**config.mk**
```make
export PLATFORM = sky130hd
export DESIGN_NAME = mips_cpu_run_ctrl
export DESIGN_NICKNAME = d
export VERILOG_FILES = /design/src/rtl/mips_cpu_run_ctrl_pkg.sv /design/src/rtl/mips_pc_halt_det.sv /design/src/rtl/mips_cpu_run_ctrl.sv
export SDC_FILE = /design/constraint.sdc
export NUM_CORES = 1
export LEC_CHECK = 0
export ABC_AREA = 0
export BUFFER_PORTS_ARGS = -buffer_cell sky130_fd_sc_hd__buf_2
export CAP_MARGIN = 20
export CORE_MARGIN = 8
export CORE_UTILIZATION = 50
export DETAILED_ROUTE_END_ITERATION = 16
export GPL_ROUTABILITY_DRIVEN = 0
export PLACE_DENSITY = 0.8
export SLEW_MARGIN = 20
export SYNTH_ARGS = -nofsm -noshare
export SYNTH_HDL_FRONTEND = slang
export SYNTH_SLANG_ARGS = --single-unit
```
**constraint.sdc**
```tcl
create_clock -name mips_cpu_clk -period 4.42 [get_ports mips_cpu_clk]
set_input_delay 0.442 -clock mips_cpu_clk [delete_from_list [all_inputs] [get_ports mips_cpu_clk]]
set_output_delay 0.442 -clock mips_cpu_clk [all_outputs]
set_load 0.005 [all_outputs]
```
**src/rtl/mips_cpu_run_ctrl_pkg.sv**
```systemverilog
// Shared types and constants for the CPU run controller: FSM states, result codes
// and the default signature-write address and value.
package mips_cpu_run_ctrl_pkg;

  typedef enum logic [1:0] {
    ST_IDLE  = 2'd0,
    ST_RESET = 2'd1,
    ST_RUN   = 2'd2,
    ST_DONE  = 2'd3
  } run_state_t;

  localparam logic [1:0] RES_HALT    = 2'd0;
  localparam logic [1:0] RES_PASS    = 2'd1;
  localparam logic [1:0] RES_FAIL    = 2'd2;
  localparam logic [1:0] RES_TIMEOUT = 2'd3;

  localparam logic [31:0] DEF_SIG_ADDR   = 32'h0000_0FFC;
  localparam logic [31:0] DEF_PASS_VALUE = 32'h0000_0001;

endpackage

```
**src/rtl/mips_pc_halt_det.sv**
```systemverilog
// PC stable detector: halt is asserted combinationally in the cycle where pc has matched
// the previous-cycle pc HALT_REPEAT times in a row. clear drops history (no valid previous pc).
module mips_pc_halt_det #(
  parameter int PC_WIDTH    = 32,
  parameter int HALT_REPEAT = 4
) (
  input  logic                clk,
  input  logic                clear,
  input  logic [PC_WIDTH-1:0] pc,
  output logic                halt
);

  localparam int CW = (HALT_REPEAT < 1) ? 1 : $clog2(HALT_REPEAT + 1);
  localparam logic [CW:0] LIMIT   = (CW + 1)'(HALT_REPEAT);
  localparam logic [CW:0] CNT_ONE = (CW + 1)'(1);

  logic [PC_WIDTH-1:0] prev_pc;
  logic                prev_vld;
  logic [CW-1:0]       stable_cnt;
  logic                same;
  logic [CW:0]         cnt_inc;

  assign same    = prev_vld && (pc == prev_pc);
  assign cnt_inc = {1'b0, stable_cnt} + CNT_ONE;
  // Once halt fires the controller leaves RUN, so the counter never passes LIMIT.
  assign halt    = (HALT_REPEAT != 0) && same && (cnt_inc >= LIMIT);

  always_ff @(posedge clk) begin
    if (clear) begin
      prev_vld   <= 1'b0;
      prev_pc    <= '0;
      stable_cnt <= '0;
    end else begin
      prev_vld <= 1'b1;
      prev_pc  <= pc;
      if (!same) begin
        stable_cnt <= '0;
      end else if (!halt) begin
        stable_cnt <= cnt_inc[CW-1:0];
      end
    end
  end

endmodule

```
**src/rtl/mips_cpu_run_ctrl.sv**
```systemverilog
// Run controller for a MIPS core under test: sequences core reset, runs until a signature
// write, a halted PC or a timeout, then freezes the core and reports the outcome.
module mips_cpu_run_ctrl
  import mips_cpu_run_ctrl_pkg::*;
#(
  parameter int          PC_WIDTH       = 32,
  parameter int          CNT_WIDTH      = 32,
  parameter int          RESET_CYCLES   = 2,
  parameter int          TIMEOUT_CYCLES = 250,
  parameter int          HALT_REPEAT    = 4,
  parameter logic [31:0] SIG_ADDR       = DEF_SIG_ADDR,
  parameter logic [31:0] PASS_VALUE     = DEF_PASS_VALUE
) (
  input  logic                 mips_cpu_clk,
  input  logic                 mips_cpu_reset,
  input  logic                 start,
  output logic                 core_reset,
  input  logic [PC_WIDTH-1:0]  pc,
  input  logic                 mem_wen,
  input  logic [31:0]          mem_addr,
  input  logic [31:0]          mem_wdata,
  output logic                 busy,
  output logic                 done,
  output logic [1:0]           result,
  output logic [CNT_WIDTH-1:0] cycle_count,
  output logic [PC_WIDTH-1:0]  halt_pc
);

  localparam int RW = (RESET_CYCLES < 2) ? 1 : $clog2(RESET_CYCLES);
  localparam logic [RW-1:0]        RST_LAST     = RW'(RESET_CYCLES - 1);
  localparam logic [RW-1:0]        RST_ONE      = RW'(1);
  localparam logic [CNT_WIDTH-1:0] TIMEOUT_LAST = CNT_WIDTH'(TIMEOUT_CYCLES - 1);
  localparam logic [CNT_WIDTH-1:0] CNT_ONE      = CNT_WIDTH'(1);

  run_state_t    state, state_nxt;
  logic [RW-1:0] rst_cnt;
  logic          sig_hit, halt, timeout_hit, det_clear;
  logic [1:0]    res_nxt;

  assign det_clear = mips_cpu_reset || (state != ST_RUN);

  mips_pc_halt_det #(
    .PC_WIDTH   (PC_WIDTH),
    .HALT_REPEAT(HALT_REPEAT)
  ) u_halt_det (
    .clk  (mips_cpu_clk),
    .clear(det_clear),
    .pc   (pc),
    .halt (halt)
  );

  always_ff @(posedge mips_cpu_clk) begin
    if (mips_cpu_reset) state <= ST_IDLE;
    else                state <= state_nxt;
  end

  always_comb begin
    state_nxt   = state;
    sig_hit     = mem_wen && (mem_addr == SIG_ADDR);
    timeout_hit = (cycle_count == TIMEOUT_LAST);
    res_nxt     = RES_TIMEOUT;
    // Signature beats halt beats timeout when they land on the same cycle.
    if (sig_hit)   res_nxt = (mem_wdata == PASS_VALUE) ? RES_PASS : RES_FAIL;
    else if (halt) res_nxt = RES_HALT;
    case (state)
      ST_IDLE:  if (start) state_nxt = ST_RESET;
      ST_RESET: if (rst_cnt == RST_LAST) state_nxt = ST_RUN;
      ST_RUN:   if (sig_hit || halt || timeout_hit) state_nxt = ST_DONE;
      ST_DONE:  if (start) state_nxt = ST_RESET;
      default:  state_nxt = ST_IDLE;
    endcase
  end

  always_ff @(posedge mips_cpu_clk) begin
    if (mips_cpu_reset) begin
      rst_cnt     <= '0;
      cycle_count <= '0;
      result      <= RES_HALT;
      halt_pc     <= '0;
    end else begin
      case (state)
        ST_IDLE, ST_DONE: begin
          if (start) begin
            rst_cnt     <= '0;
            cycle_count <= '0;
            result      <= RES_HALT;
            halt_pc     <= '0;
          end
        end
        ST_RESET: rst_cnt <= rst_cnt + RST_ONE;
        ST_RUN: begin
          cycle_count <= cycle_count + CNT_ONE;
          if (state_nxt == ST_DONE) begin
            result  <= res_nxt;
            halt_pc <= pc;
          end
        end
        default: rst_cnt <= '0;
      endcase
    end
  end

  assign busy       = (state == ST_RESET) || (state == ST_RUN);
  assign done       = (state == ST_DONE);
  assign core_reset = (state != ST_RUN);

endmodule

```
==> Word-level counts from Yosys, hierarchy flattened <==
Cells that the tools add are included.
{ "totals": {"reg_bits": 105, "latch_bits": 0, "ramBits": 0, "rom_bits": 0, "input_bits": 100, "wordCells": 56, "n_memories": 0} }
{ "classes": {"add_sub_neg": 3, "mul": 0, "div": 0, "n_lt_le_gt_ge": 1, "eq_ne": 11, "n_shift": 0, "n_mux": 17, "bitwise_logic": 1, "reduce_logical": 15} }
{ "ops": {"columns": ["operator", "n"], "rows": [
  ["case mux 32 bit (2 select lines)", 2],
  ["two-way mux 32 bit", 2],
  ["adder 32 x 1 -> 32 bit (second input constant)", 1],
  ["== test 32 x 1 -> 1 bit (second input constant)", 1],
  ["== test 32 x 12 -> 1 bit (second input constant)", 1],
  ["== test 32 bit", 1],
  ["== test 32 x 8 -> 1 bit (second input constant)", 1],
  ["two-way mux 2 bit", 8],
  ["== test 2 bit (second input constant)", 3],
  ["case mux 2 bit (3 select lines)", 1],
  ["adder 3 x 1 -> 4 bit (second input constant)", 1],
  [">= comparator 4 x 3 -> 1 bit (second input constant)", 1],
  ["logical OR 1 bit", 4],
  ["inequality test 2 bit (second input constant)", 2],
  ["case mux 2 bit (2 select lines)", 1],
  ["AND reduction 2 bit", 2],
  ["nonzero test 2 bit", 2],
  ["OR reduction 2 bit", 2],
  ["logical AND 1 bit", 3],
  ["AND reduction 3 bit", 1],
  ["== test 2 x 1 -> 1 bit (second input constant)", 1],
  ["zero test 2 bit", 1],
  ["two-way mux 1 bit", 2],
  ["inequality test 2 x 1 -> 1 bit (second input constant)", 1],
  ["other kinds (3)", 3]
]} }

==> Depth between registers and ports, before layout <==
Gate-level depths: netlist of run 1.
{ "depth": {"word_depth": 10, "mapped_depth": 9, "depth_no_buf": 8} }

==> By module <==
A second synthesis of run 1 with hierarchy kept.
{ "unflattened": {"cells_unflattened": 524, "area_unflattened_um2": 4822.1} }
{ "by_module_without_submodules": {"columns": ["module", "n_inst", "cells_each", "area_per_inst_um2", "seq_area_each_um2"], "rows": [
  ["mips_cpu_run_ctrl", 1, 385, 3370.7, 1381.3],
  ["mips_pc_halt_det", 1, 139, 1451.4, 720.7]
]} }

==> Worst setup path before layout of run 1 <==
Ideal clock, no wire load.
{ "synth_path": {"path_type": "reg-to-reg", "start": "reg state[0]", "end": "reg cycle_count[26]", "arrival_ns": 2.114, "t_required_ns": 4.292, "setup_slack_ns": 2.179, "stages_incl_launch_ff": 9, "path_cell_list": "dfxtp_1 > inv_1 > ha_1 > mux2_2 > nand4bb_1 > nor3_1 > nand4_1 > xor2_1 > nor2_1"} }
{ "synth_between": {"elab_chain_len": 4} }
{ "synth_rtl": {"columns": ["element", "line_no", "source"], "rows": [
  ["from (decl)", "mips_cpu_run_ctrl.sv:35", "run_state_t state, state_nxt;"],
  ["from (signal assigned)", "mips_cpu_run_ctrl.sv:54", "else state <= state_nxt;"],
  ["== test 2 bit / zero test 2 bit (equally long branches)", "mips_cpu_run_ctrl.sv:81", "case (state)"],
  ["OR reduction 2 bit (no source line)", null, null],
  ["inequality test 2 x 1 -> 1 bit (no source line) / nonzero test 2 bit (equally long branches)", null, null],
  ["AND reduction 2 bit (no source line)", null, null],
  ["to (signal assigned)", "mips_cpu_run_ctrl.sv:92", "cycle_count <= cycle_count + CNT_ONE;"],
  ["to (decl)", "mips_cpu_run_ctrl.sv:25", "output logic [CNT_WIDTH-1:0] cycle_count,"]
]} }
Several ways; a longest one is shown, not always the timed one.
A chain may end at the register's enable or synchronous reset.

==> Worst setup path after layout of run 1 <==
{ "layout_path": {"start": "reg cycle_count[0]", "end": "reg halt_pc[11]"} }
{ "layout_between": {"elab_chain_len": 7} }
{ "layout_rtl": {"columns": ["element", "line_no", "source"], "rows": [
  ["== test 32 x 8 -> 1 bit", "mips_cpu_run_ctrl.sv:60", "timeout_hit = (cycle_count == TIMEOUT_LAST);"],
  ["logical OR 1 bit", "mips_cpu_run_ctrl.sv:68", "ST_RUN: if (sig_hit || halt || timeout_hit) state_nxt = ST_DONE;"],
  ["two-way mux 2 bit", "mips_cpu_run_ctrl.sv:68", null],
  ["case mux 2 bit (3 select lines)", "mips_cpu_run_ctrl.sv:65", "case (state)"],
  ["== test 2 bit", "mips_cpu_run_ctrl.sv:93", "if (state_nxt == ST_DONE) begin"],
  ["inequality test 2 bit (no source line)", null, null],
  ["AND reduction 3 bit (no source line)", null, null],
  ["to (signal assigned)", "mips_cpu_run_ctrl.sv:95", "halt_pc <= pc;"],
  ["to (decl)", "mips_cpu_run_ctrl.sv:26", "output logic [PC_WIDTH-1:0] halt_pc"]
]} }
Every way passes these cells.

==> results.md, run 1 <==
* Final global-route overflow total at 0
* Vias in the first global route at 4648
* Crit path time final at 2.919 ns
* Hold_sp: pc[28]
* Headroom to the max-slew limit at 45.99%
* Max cap viols at 0
* Mapped Cells at 536
* Total Routed Length at 13.96 mm
* Outcome: completed
* Number of fillers in the final layout at 868
* DRT Pass-1 Iters at 4
* IO Pins at 169
* Reg clk slew, reported paths at 0.09 ns
* Register area share after synthesis at 42.90%
* Fin nets at 798
* Hold Fails Final Rpt at 0
* Asr flop ratio synth at 0%
* Clock H-tree levels at 3
* Top cells by area, synth: dfxtp_1, xnor2_1, a2111oi_0
* Ant. Diodes at 0
* GRT Resource Usage Total at 21.26%
* Post-Synthesis Cell Area at 4900 µm²
* Endpoints failing setup at 0
* Routed WL per cell at 16.82 µm
* Final Max Tran Viols at 0
* Power Dens Cells at 493.5 nW/µm²
* Root Driver: clkbuf_8
* Inst Count DP at 814
* Period utilisation layout at 66.04%
* Iteration-0 DRC Markers at 274
* Synth area leader: dfxtp_1
* Row count at 36
* Distinct cell type count after synthesis at 49
* Non-filler cells, final at 830
* Area grow syn2layout at 23.44%
* Initial Util at 50.83%
* CTS resizes at 0
* Synth Area per Inst at 9.141 µm²
* Cell with the most instances after synthesis: dfxtp_1
* Antenna violations before repair at 0
* Synth warn at 0
* Share of cells above drive strength 1 at 30.13%
* VDD IR max at 299.3 µV
* Pin count of the biggest net entering global routing at 40
* Post-synth EDFFs at 0
* CTS buffer count at 9
* Worst Path Required at 4.64 ns
* Synth Register Bits at 105
* Synth top area share at 42.90%
* CTS Sinks at 105
* Slew @ Worst Pin at 0.8027 ns
* Cell area after layout at 6048 µm²
* Synth Flop Type: dfxtp_1
* Clock buffer depth at 2
* Post-DP Area at 5834 µm²
* Leakage at 2.563 nW
* I/O Buffers at 168
* Die Area at 13220 µm²
* R2R setup slack at 1.50 ns
* Die Wd at 115.0 µm
* Critical path class: flop to flop
* Post-CTS Setup Inserts at 0
* Crit-path max FO at 34
* Crit path launch type: flop
* Most common library cells after synthesis: dfxtp_1, nor2_1, inv_1, and3_1, xnor2_1
* Worst endpoint data arrival time at 3.13 ns
* Cts-stage hold buffer count at 0
* RR Startpoint: cycle_count[0]
* Routed Antenna Nets at 0
* Die Span Y at 115.0 µm
* Core Area at 9639 µm²
* CP endpoint kind: flop
* HPWL Detailed at 10.82 mm
* Synthesized net count at 642
* RSZ-0062 raised after global routing: false
* Util after Layout at 62.75%
* Drt drc at 0
* Worst-skew pair later-pin latency at 0.37 ns
* Maximum clock frequency at 342.6 MHz
* First-pass GRT wire length at 22.54 mm
* Hold Path Class: primary input to flop
* CTS tree: built
* Critical path launch point: cycle_count[0]
* Clk_skew at 0.01439 ns
* Via density at 5.566
* Vias at 4620
* Setup TNS at 0 ns
stage by stage:
stage / total power [mW] / hold WS (ns) / worst slack, ns
floorplan: 2.006 / 0.4549 / 2.179
global placement: 2.341 / 0.4468 / 1.643
detailed placement: 2.387 / 0.4503 / 1.488
CTS: 3.000 / 0.3343 / 1.582
global route: 3.184 / 0.3353 / 1.362
finish: 2.985 / 0.3556 / 1.501
registers in the layout, summed over array words and instances, names as in the netlist:
signal                 flops
rst_cnt                    1
u_halt_det.stable_cnt      3
u_halt_det.prev_vld        1
cycle_count               32
result                     2
halt_pc                   32
u_halt_det.prev_pc        32
state                      2
metal layers:
layer / wire length [µm] / GRT usage (%) / vias to the layer above
met3: 999 / 6.040 / 16
met4: 212 / 7.881 / 0
met1: 5831 / 24.62 / 2178
li1: - / - / 2247
met5: 0 / 0 / -
met2: 6920 / 36.48 / 179
cell usage in the layout, fill, tap and decap left out, drive strengths merged, types with 21 or more instances in the layout:
cell type,instances
dfxtp,105
a2111oi,42
nor2,42
inv,38
nor3,27
nand2,21
buf,175
xnor2,33
and3,33
worst paths after layout:
path / to / depth (start not counted)
setup / recovery: halt_pc[11] / 8
hold / removal: u_halt_det.prev_pc[28] / 2
setup reg to reg: halt_pc[11] / 8
hold reg to reg: halt_pc[8] / 2
where the power goes:
part | leakage (nW) | total, mW | switching, mW | internal (mW)
Clock | 0.103 | 0.611 | 0.318 | 0.293
Combinational | 1.61 | 1.16 | 0.722 | 0.442
Sequential | 0.851 | 1.21 | 0.0926 | 1.12
Total | 2.56 | 2.98 | 1.13 | 1.85
area by class of cell:
cell class                      instances  area [µm²]  area share [%]
Multi-Input combinational cell        363        2537           41.95
Sequential cell                       105        2102           34.75
Timing Repair Buffer                  175       893.4           14.77
Tap cell                              133       166.4           2.751
Clock buffer                           12       155.1           2.565
Inverter                               38       142.6           2.358
Clock inverter                          4       51.30          0.8482
worst max-delay path: stages (launching register included):
cell       delay (ns)
dfxtp_1          0.42
ha_1             0.16
nor4b_1          0.28
nand4_1          0.16
nor3_1           0.45
nor3_2           0.06
buf_4            0.23
a41o_4           0.44
a2111oi_1        0.55
cell families (layout without fill, tap and decap cells):
logic type | Yosys count | after routing | synth area share [%]
flops | 105 | 105 | 42.90
mux | 15 | 15 | 3.371
compound gates | 73 | 73 | 12.56
xor+xnor | 51 | 51 | 9.116
buf+inv | 68 | 229 | 5.541
fa+ha+maj | 6 | 6 | 1.532
simple gates | 218 | 218 | 24.97
No activity file was read; power rests on OpenSTA's default activity.
==> run 2: changes to the inputs <==
==> constraint.sdc (replaced) <==
create_clock -name mips_cpu_clk -period 2.95 [get_ports mips_cpu_clk]
set_input_delay 0.295 -clock mips_cpu_clk [delete_from_list [all_inputs] [get_ports mips_cpu_clk]]
set_output_delay 0.295 -clock mips_cpu_clk [all_outputs]
set_load 0.005 [all_outputs]
==> results.md, run 2 (synthesized netlist as in run 1, its figures left out) <==
* Iteration-0 DRC Markers at 312
* R2R setup slack at 0.48 ns
* CP endpoint kind: flop
* I/O Buffers at 168
* Crit path launch type: flop
* Worst Path Required at 3.19 ns
* Setup TNS at 0 ns
* Endpoints failing setup at 0
* Post-CTS Setup Inserts at 0
* Routed Antenna Nets at 0
* CTS Sinks at 105
* DRT Pass-1 Iters at 5
* Total Routed Length at 13.92 mm
* Power, Total at 4.434 mW
* CP endpoint: halt_pc[2]
* Fin nets at 802
* R2R cell count at 7
* GRT Resource Usage Total at 20.93%
* Routed WL per cell at 16.67 µm
* Headroom to the max-slew limit at 55.52%
* CTS tree: built
* Outcome: completed
* RSZ-0062 raised after global routing: false
* Root Driver: clkbuf_8
* CTS resizes at 0
* Worst endpoint data arrival time at 2.71 ns
* Leakage at 2.570 nW
* Share of cells above drive strength 1 at 30.67%
* Max cap viols at 0
* Drt drc at 0
* Die Span Y at 115.0 µm
* Hold Path Class: primary input to flop
* Worst-skew pair later-pin latency at 0.38 ns
* Final Max Tran Viols at 0
* Buffers & Inverters on Critical Path at 0
* Crit path max-delay family: compound AO/OA/AOI/OAI gates
* Worst path depth at 7
* Critical path launch point: u_halt_det.stable_cnt[0]
* Critical path class: flop to flop
* Die Area at 13220 µm²
* RR Startpoint: u_halt_det.stable_cnt[0]
* Crit path time final at 2.465 ns
* Number of fillers in the final layout at 854
* IO Pins at 169
* Hold Fails Final Rpt at 0
* Cts-stage hold buffer count at 0
* Initial Util at 50.83%
* First-pass GRT wire length at 22.51 mm
* VDD IR max at 351.1 µV
* Reg clk slew, reported paths at 0.12 ns
* Die Wd at 115.0 µm
* Vias at 4650
* Post-DP Area at 5864 µm²
* Slew @ Worst Pin at 0.6665 ns
* CP max stage delay at 0.48 ns
* Power Dens Cells at 731.3 nW/µm²
* Vias in the first global route at 4717
* HPWL Detailed at 10.65 mm
* Clk_skew at 0.02053 ns
* Area grow syn2layout at 23.75%
* Final global-route overflow total at 0
* Crit-path slowest cell: a41o_4
* Row count at 36
* Cell area after layout at 6063 µm²
* Clock buffer depth at 2
* Antenna violations before repair at 1
* Most common cell after layout, fill and taps aside: buf_2
* Pin count of the biggest net entering global routing at 40
* CP Cell Sequence: ha_1 > and2_1 > a21oi_1 > and2_1 > nand4_1 > a41o_4 > a2111oi_0
* Fin Hold WS at 0.2084 ns
* R2r endpoint: halt_pc[2]
* Period utilisation layout at 83.57%
* Largest registers: cycle_count: 32 flops, halt_pc: 32 flops, u_halt_det.prev_pc: 32 flops
* CTS buffer count at 9
* Via density at 5.569
* Crit-path max FO at 34
* Crit path top cell by count: and2_1
* Clock H-tree levels at 3
* Most frequent cells in the layout: buf_2, dfxtp_1, nor2_1
* Core Area at 9639 µm²
* Maximum clock frequency at 405.6 MHz
==> run 2: cell count changes in the layout (fill, tap and decap cells not counted), sizes merged <==
cell      change
buf           +4
inv           +3
clkinvlp      +2
bufinv        -1
clkinv        -1
clkbuf        -3
diode         +1
==> run 2: metal layers <==
metal  global-route usage [%]  wire (µm)
met5                        0          0
met4                    6.830        182
met3                    5.672       1026
met2                    36.20       6855
met1                    24.49       5857
==> run 2: layout make-up <==
type | instances | area (µm²) | share of cell area (%)
Inverter | 38 | 142.6 | 2.352
Multi-Input combinational cell | 363 | 2530 | 41.73
Clock inverter | 7 | 72.57 | 1.197
Timing Repair Buffer | 179 | 923.4 | 15.23
Antenna cell | 1 | 2.502 | 0.04127
Sequential cell | 105 | 2102 | 34.67
Clock buffer | 9 | 123.9 | 2.043
Tap cell | 133 | 166.4 | 2.745
==> run 2: how the worst min path moves through the flow <==
stage / to / slack (ns) / depth (start not counted) / startpoint
3_3_place_gp: halt_pc[19] / 0.45 / 2 / halt_pc[19]
3_5_place_dp: result[1] / 0.45 / 2 / result[1]
5_1_grt: u_halt_det.prev_pc[24] / 0.20 / 2 / pc[24]
6_report: u_halt_det.prev_pc[19] / 0.21 / 2 / pc[19]
4_1_cts: u_halt_det.prev_pc[24] / 0.19 / 2 / pc[24]
2_1_floorplan: u_halt_det.prev_pc[31] / 0.44 / 2 / pc[31]
==> run 2: through the flow <==
step | std cells | util (%) | setup slack [ns]
2_1_floorplan | 536 | - | 0.7087
3_3_place_gp | 818 | 60.84 | 0.5011
3_5_place_dp | 818 | 60.84 | 0.3754
4_1_cts | 834 | 62.88 | 0.5063
5_1_grt | 835 | 62.90 | 0.1890
6_report | 835 | 62.90 | 0.4847
==> run 2: where the power goes <==
part	total [mW]	switching [mW]	internal [mW]	leakage, nW
logic	1.75	1.07	0.679	1.63
registers	1.81	0.137	1.67	0.851
clock network	0.873	0.542	0.331	0.0902
==> run 3: changes to the inputs <==
==> constraint.sdc (replaced) <==
create_clock -name mips_cpu_clk -period 2.44 [get_ports mips_cpu_clk]
set_input_delay 0.244 -clock mips_cpu_clk [delete_from_list [all_inputs] [get_ports mips_cpu_clk]]
set_output_delay 0.244 -clock mips_cpu_clk [all_outputs]
set_load 0.005 [all_outputs]
==> results.md, run 3 (synthesized netlist as in run 1, its figures left out) <==
* DRT Pass-1 Iters at 5
* CTS buffer count at 9
* Pin count of the biggest net entering global routing at 43
* CTS tree: built
* Maximum clock frequency at 420.2 MHz
* R2R setup slack at 0.06 ns
* HPWL Detailed at 10.83 mm
* Clk_skew at 0.009709 ns
* Via density at 5.532
* Antenna violations before repair at 0
* FF+latch area at 2102 µm²
* Row count at 36
* Max cap viols at 0
* Number of fillers in the final layout at 817
* Root Driver: clkbuf_8
* Critical path class: flop to flop
* Vias at 4691
* Setup WS post-layout at 0.06040 ns
* Die Wd at 115.0 µm
* Buffers & Inverters on Critical Path at 1
* Outcome: completed
* Worst endpoint data arrival time at 2.62 ns
* Die Area at 13220 µm²
* Hold path cells at 3
* First-pass GRT wire length at 22.87 mm
* Routed Antenna Nets at 0
* R2R cell count at 7
* Crit path max-delay family: compound AO/OA/AOI/OAI gates
* Period utilisation layout at 97.52%
* Worst-skew pair later-pin latency at 0.37 ns
* Most frequent cells in the layout: buf_2, dfxtp_1, nor2_1
* Core Area at 9639 µm²
* Routed WL per cell at 16.84 µm
* Clock buffer depth at 2
* RSZ-0062 raised after global routing: true
* Fin Hold WS at 0.1461 ns
* Hold Path Class: primary input to flop
* Final Max Tran Viols at 0
* CP endpoint kind: flop
* Leakage at 2.658 nW
* Crit-path slowest cell: a2111oi_0
* Area grow syn2layout at 27.68%
* Crit-path max FO at 24
* CP Cell Sequence: xnor2_1 > o221ai_1 > nor4_1 > nand4_1 > buf_6 > a2111oi_0 > a2111oi_1
* CTS Sinks at 105
* Initial Util at 50.83%
* Iteration-0 DRC Markers at 331
* GRT Resource Usage Total at 21.40%
* Vias in the first global route at 4803
* Clock H-tree levels at 3
* Ant. Diodes at 0
* Share of cells above drive strength 1 at 32.87%
* Crit path launch type: flop
* VDD IR max at 531.9 µV
* RR Startpoint: u_halt_det.prev_pc[8]
* R2r endpoint: halt_pc[17]
* Final global-route overflow total at 0
* Headroom to the max-slew limit at 62.18%
* Multi-input gate area at 2611 µm²
* Place WS at -0.06204 ns
* Power Dens Cells at 895.0 nW/µm²
* Power, Total at 5.599 mW
* I/O Buffers at 168
* Crit path time final at 2.380 ns
* Critical path launch point: u_halt_det.prev_pc[8]
* Total Routed Length at 14.28 mm
* CP max stage delay at 0.48 ns
* Fin nets at 816
* Slew @ Worst Pin at 0.5596 ns
* Reg clk slew, reported paths at 0.10 ns
* Worst Path Required at 2.68 ns
* Die Span Y at 115.0 µm
* Hold_sp: pc[27]
* Endpoints failing setup at 0
* Hold Path End: u_halt_det.prev_pc[27]
* Most common cell after layout, fill and taps aside: buf_2
* Largest registers: cycle_count: 32 flops, halt_pc: 32 flops, u_halt_det.prev_pc: 32 flops
* Drt drc at 0
* IO Pins at 169
* Hold Fails Final Rpt at 0
## run 3: changes by cell type in the layout (fill, tap and decap cells not counted), moves of 2 or more
| cell | previous run | this run |
|---|---|---|
| clkinvlp_4 | 3 | 1 |
| a2111oi_1 | 16 | 27 |
| clkbuf_1 | 0 | 2 |
| a2111oi_2 | 1 | 6 |
| buf_4 | 11 | 22 |
| inv_8 | 3 | 0 |
| a2111oi_0 | 25 | 9 |
## run 3: what timing repair did
item,in CTS,in global routing
endpoints found under the setup margin,21,21
hold buffers,0,0
gates cloned,0,1
buffers inserted,0,0
pin swaps,1,2
resized for setup,2,24
## run 3: worst max path at each step
stage                                  to  cells after the start
after floorplan           cycle_count[26]                      8
after global placement         halt_pc[4]                      9
after detailed placement       halt_pc[2]                      9
after CTS                     halt_pc[20]                     10
after global routing           halt_pc[8]                      7
final                         halt_pc[17]                      7
## run 3: worst reg2reg max path: stages (launching register included)
cell and delay, ns:
dfxtp_1 0.33, xnor2_1 0.21, o221ai_1 0.16, nor4_1 0.42
nand4_1 0.28, buf_6 0.27, a2111oi_0 0.48, a2111oi_1 0.11
## run 3: area by class of cell
class,instances,area share (%)
Timing Repair Buffer,192,16.58
Inverter,38,2.280
Sequential cell,105,33.60
Clock inverter,4,0.8200
Multi-Input combinational cell,364,41.74
Tap cell,133,2.660
Clock buffer,12,2.320
## run 3: report_power, final
part           internal [mW]  switching [mW]  total, mW
Sequential              2.02           0.155       2.18
Clock                  0.506           0.579       1.08
Combinational          0.909            1.43       2.34
Total                   3.44            2.16       5.60
## run 3: per-stage QoR
stage / setup TNS [ns] / cell area [µm²] / util (%) / instances
2_1_floorplan: 0 / 4900 / - / 536
3_3_place_gp: 0 / 5974 / 61.98 / 831
3_5_place_dp: -0.1315 / 5974 / 61.98 / 831
4_1_cts: 0 / 6177 / 64.08 / 847
5_1_grt: -0.01044 / 6256 / 64.90 / 848
6_report: 0 / 6256 / 64.90 / 848
## run 3: metal layers
layer,wire [µm],vias to the layer above,GRT usage (%)
met5,0,-,0
met4,172,0,7.531
li1,-,2296,-
met2,7157,201,36.67
met1,6040,2182,25.72
met3,912,12,4.779
